### config.mk
export PLATFORM = sky130hd
export DESIGN_NAME = sm83_irq_ctrl
export DESIGN_NICKNAME = d
export VERILOG_FILES = /design/src/rtl/sm83_irq_ctrl.sv
export SDC_FILE = /design/constraint.sdc
export NUM_CORES = 1
export LEC_CHECK = 0
export CORE_ASPECT_RATIO = 0.7
export CORE_MARGIN = 4
export CORE_UTILIZATION = 40
export CTS_BUF_LIST = sky130_fd_sc_hd__clkbuf_4
export CTS_CLUSTER_DIAMETER = 60
export DETAILED_ROUTE_END_ITERATION = 12
export PLACE_DENSITY_LB_ADDON = 0.15
export SETUP_SLACK_MARGIN = 0.4
export SLEW_MARGIN = 0
export SYNTH_ARGS = -nofsm -noshare
export SYNTH_HDL_FRONTEND = slang
export SYNTH_SLANG_ARGS = --single-unit
### constraint.sdc
create_clock -name clk -period 2.59 [get_ports clk]
set_clock_uncertainty 0.05 [all_clocks]
set_input_delay 0.777 -clock clk [delete_from_list [all_inputs] [get_ports clk]]
set_output_delay 0.777 -clock clk [all_outputs]
set_load 0.1 [all_outputs]
### src/rtl/sm83_irq_ctrl.sv
// Interrupt controller for the sm83 core: IF/IE bus registers, source edge latch, irq/wake drive.
// Latency: register reads return one cycle after rd; irq/wake follow IF/IE state combinationally.
// Backpressure: none; the bus strobes are always accepted and source edges are never dropped.
module sm83_irq_ctrl #(
    parameter int          NUM_SRC = 5,
    parameter logic [15:0] ADR_IF  = 16'hFF0F,
    parameter logic [15:0] ADR_IE  = 16'hFFFF
) (
    input  logic               clk,
    input  logic               reset,
    input  logic [15:0]        adr,
    input  logic [7:0]         din,
    output logic [7:0]         dout,
    output logic               dout_oe,
    input  logic               rd,
    input  logic               wr,
    input  logic [NUM_SRC-1:0] src,
    input  logic [7:0]         iack,
    output logic [7:0]         irq,
    output logic               wake
);

    // Architectural and bus-side state
    logic [NUM_SRC-1:0] r_if;
    logic [7:0]         r_ie;
    logic [NUM_SRC-1:0] r_src_prev;
    logic               r_wr_prev;
    logic [7:0]         r_dout;
    logic               r_dout_oe;

    // Decoded per-cycle events
    logic [NUM_SRC-1:0] w_edge;
    logic               w_wr_commit;
    logic               w_wr_if;
    logic               w_wr_ie;
    logic               w_rd_if;
    logic               w_rd_ie;
    logic [NUM_SRC-1:0] w_if_next;
    logic [7:0]         w_if_rd;
    logic [7:0]         w_irq;
    logic               w_iack_unused;

    // Only the low NUM_SRC acknowledge lines map onto stored IF bits
    assign w_iack_unused = ^iack;

    // Rising edges on request lines; a held-high line never re-triggers
    assign w_edge      = src & ~r_src_prev;

    // A write commits once, on the first cycle of the wr strobe
    assign w_wr_commit = wr & ~r_wr_prev;
    assign w_wr_if     = w_wr_commit && (adr == ADR_IF);
    assign w_wr_ie     = w_wr_commit && (adr == ADR_IE);
    assign w_rd_if     = rd && (adr == ADR_IF);
    assign w_rd_ie     = rd && (adr == ADR_IE);

    // Edge set dominates CPU write, which dominates acknowledge clear
    assign w_if_next   = (w_wr_if ? din[NUM_SRC-1:0] : (r_if & ~iack[NUM_SRC-1:0])) | w_edge;

    // IF read view pads absent bits with ones; irq is the enabled subset of IF
    always_comb begin
        w_if_rd                = 8'hFF;
        w_if_rd[NUM_SRC-1:0]   = r_if;
        w_irq                  = 8'h00;
        w_irq[NUM_SRC-1:0]     = r_if & r_ie[NUM_SRC-1:0];
    end

    // All state updates: reset has priority; read data captures pre-update values
    always_ff @(posedge clk) begin
        if (reset) begin
            r_if       <= '0;
            r_ie       <= 8'h00;
            r_src_prev <= src;
            r_wr_prev  <= 1'b0;
            r_dout     <= 8'h00;
            r_dout_oe  <= 1'b0;
        end else begin
            r_if       <= w_if_next;
            r_src_prev <= src;
            r_wr_prev  <= wr;
            if (w_wr_ie) begin
                r_ie <= din;
            end
            if (w_rd_if) begin
                r_dout    <= w_if_rd;
                r_dout_oe <= 1'b1;
            end else if (w_rd_ie) begin
                r_dout    <= r_ie;
                r_dout_oe <= 1'b1;
            end else begin
                r_dout    <= 8'h00;
                r_dout_oe <= 1'b0;
            end
        end
    end

    assign dout    = r_dout;
    assign dout_oe = r_dout_oe;
    assign irq     = w_irq;
    assign wake    = |w_irq;

endmodule
==> results by group <==
Status
  – Status: finished, final reports clean

Yosys
  – Area leader, netlist: dfxtp_1
  – Top cell type's share of synthesized area: about half
  – Syn Inst Count: 120
  – Flops & latches, synth: 28
  – Share of the yosys chip area belonging to registers: 49.7%
  – Distinct cells, synth: 25
  – Syn_area_per_cell: approximately 9.4 sq um
  – Cell Area, Synth: roughly 1100 sq um
  – Ys Warns: 0
  – Top cells by area, synth: dfxtp_1 50%, a21oi_1 7.1%, o21ai_0 5.8%

Clock network
  – CTS Buf Count: 3
  – CTS tree: built
  – Worst skew pair latency: 0.32 ns
  – Root buffer cell: clkbuf_4
  – Reg clk slew, reported paths: ~0.15 ns
  – Hold_buf cts: 0
  – Clk buf depth: 2
  – Sink Count: 28
  – H-tree levels: 1

Global routing
  – Largest net degree at the start of global routing: 17
  – Vias in the first global route: 1196
  – Initial antenna violation count: 0
  – Overall Global Routing Usage: ~17%
  – First-pass GRT wire length: slightly below 5000 microns
  – GRT Residual Overflow: 0

Layout
  – Fin cells: ~230
  – Post-route cell area: 1850 sq um
  – Final core occ: between 70% and 80%
  – Share of cells above drive strength 1: between 30% and 40%
  – Fin nets: 234
  – Diode count: 0
  – P&R area growth vs syn: 64.3%

Detailed routing
  – Met2 wire len: between 1000 and 1500 microns
  – Detailed Route WL: 3020 microns
  – Vias post-DR: 1174
  – Top routing layer used: met4
  – Starting DRT DRC Count: 80
  – Metal-1 WL: roughly 1200 microns
  – Routed wl met3: 263 microns
  – Pre-antenna DRT Iters: 4
  – Remaining DRCs: 0
  – DR WL/cell: 13.4 microns
  – Post-route ant nets: 0
  – Routed vias/inst: 5.19

Worst setup path
  – Worst-path maximum fanout: 2
  – Critical path type: flop to primary output
  – Setup crit start kind: flop
  – WP data required: approximately 1.8 ns
  – CP Capture Type: primary output
  – FF-to-FF setup slack: 1.20 ns
  – Worst setup startpoint: r_if[1]
  – Arrival @ worst endpoint: between 1.5 and 2 ns
  – R2R Path Start: r_wr_prev

Floorplanning
  – Total die area: around 3700 sq um
  – Die height: 52.4 microns
  – Boundary pin count: 59
  – # rows: 15
  – Core Box Area: ~2600 sq um
  – Initial Util: 43.9%
  – Die X: approximately 71 microns

Placement
  – Routability congestion estimate: about 0.75
  – Buffers on Ports: 52
  – Pre-CTS setup slack: -0.160 ns
  – Placement Cell Area: approximately 1700 sq um
  – Cell count after placement: about 220
  – DP Wirelength: roughly 2400 microns

Timing
  – WHS: about 0.44 ns
  – Final worst-path cycle share: about 96%
  – Final Setup Violations: 0
  – Final Hold Viols: 0
  – RSZ-0062 raised after global routing: yes
  – Max Fclk: 401 MHz
  – Final worst setup slack: about 0.094 ns
  – Min Tclk post-route: about 2.5 ns
  – Setup TNS: 0 ns
  – Max-slew violations: 0

Pwr
  – Worst vdd ir: 0.000263 V
  – PD cells: approximately 450 nW/um^2
  – Leakage: 0.783 nW
  – Pwr Total: 835 uW

Hold path
  – Hold Path Class: flop to flop
  – Min-delay src: r_ie[6]

Flow run
  – Max-Cap Viols: 0
state kept, by name, summed over array words and instances (netlist names):
| register | count |
|---|---|
| dout | 8 |
| dout_oe | 1 |
| r_ie | 8 |
| r_if | 5 |
| r_src_prev | 5 |
| r_wr_prev | 1 |
worst max-delay path: stages, from the launching register on:
cell and delay, ns:
dfxtp_2 0.35, and2_4 0.15, or2_4 0.23, or4_4 0.43
buf_12 0.18
final timing paths:
check / cells after the start / to
setup / recovery: 4 / wake
hold / removal: 2 / dout[6]
setup reg to reg: 5 / r_ie[6]
hold reg to reg: 2 / dout[6]
cell usage in the layout (no fill, tap or decap), types with 4 or more instances in the layout:
master and count:
a21oi_1 15, a22o_1 5, a32oi_1 5, buf_4 33, clkdlybuf4s50_1 33, dfxtp_1 24
dfxtp_2 4, inv_1 6, nand3_1 8, nand4_1 4, nor2_1 4, nor2b_1 7
o21ai_0 8, o21ai_1 4
Yosys cell counts, drive strengths merged:
cell and n:
a211o 1, a21oi 16, a22o 5, a32oi 5
and2 5, buf 4, clkbuf 1, conb 1
dfxtp 28, inv 6, nand2b 2, nand3 8
nand4 4, nor2 5, nor2b 7, nor3 2
nor4 1, o21ai 13, or2 1, or2b 1
or3 1, or4 3
cells by family (layout without fill, tap and decap cells):
logic type             Yosys count  count (layout)  share of synthesized area (%)
AOI/OAI and AO/OA               40              40                           21.4
buffers and inverters           11              81                           4.77
DFF                             28              28                           49.7
other                            1               3                          0.332
and+or+nand+nor                 40              40                           23.8
repair_timing:
action                     CTS  global route
buffers inserted             6             1
cloned                       0             0
pin swaps                   10             7
setup endpoints to repair   16            12
hold endpoints to repair     0             0
resized for setup           13             6
where the power goes:
part | leakage [nW] | switching [mW] | internal (mW)
Combinational | 0.524 | 0.0515 | 0.0616
Sequential | 0.230 | 0.00366 | 0.440
Clock | 0.0279 | 0.121 | 0.156
Total | 0.783 | 0.176 | 0.658
area by class of cell:
class                           instances  area, sq um
Clock buffer                            3         22.5
Clock inverter                          1         30.0
Fill cell                             186          717
Inverter                                6         22.5
Multi-Input combinational cell         83          549
Sequential cell                        28          566
Tap cell                               34         42.5
Timing Repair Buffer                   71          622
per-layer routing:
layer / vias up / global-route usage [%]
li1: 579 / -
met1: 535 / 18.4
met2: 58 / 31.3
met3: 2 / 4.21
met4: 0 / 7.50
met5: - / 0
Note: power is estimated with default switching activity, not from simulation.
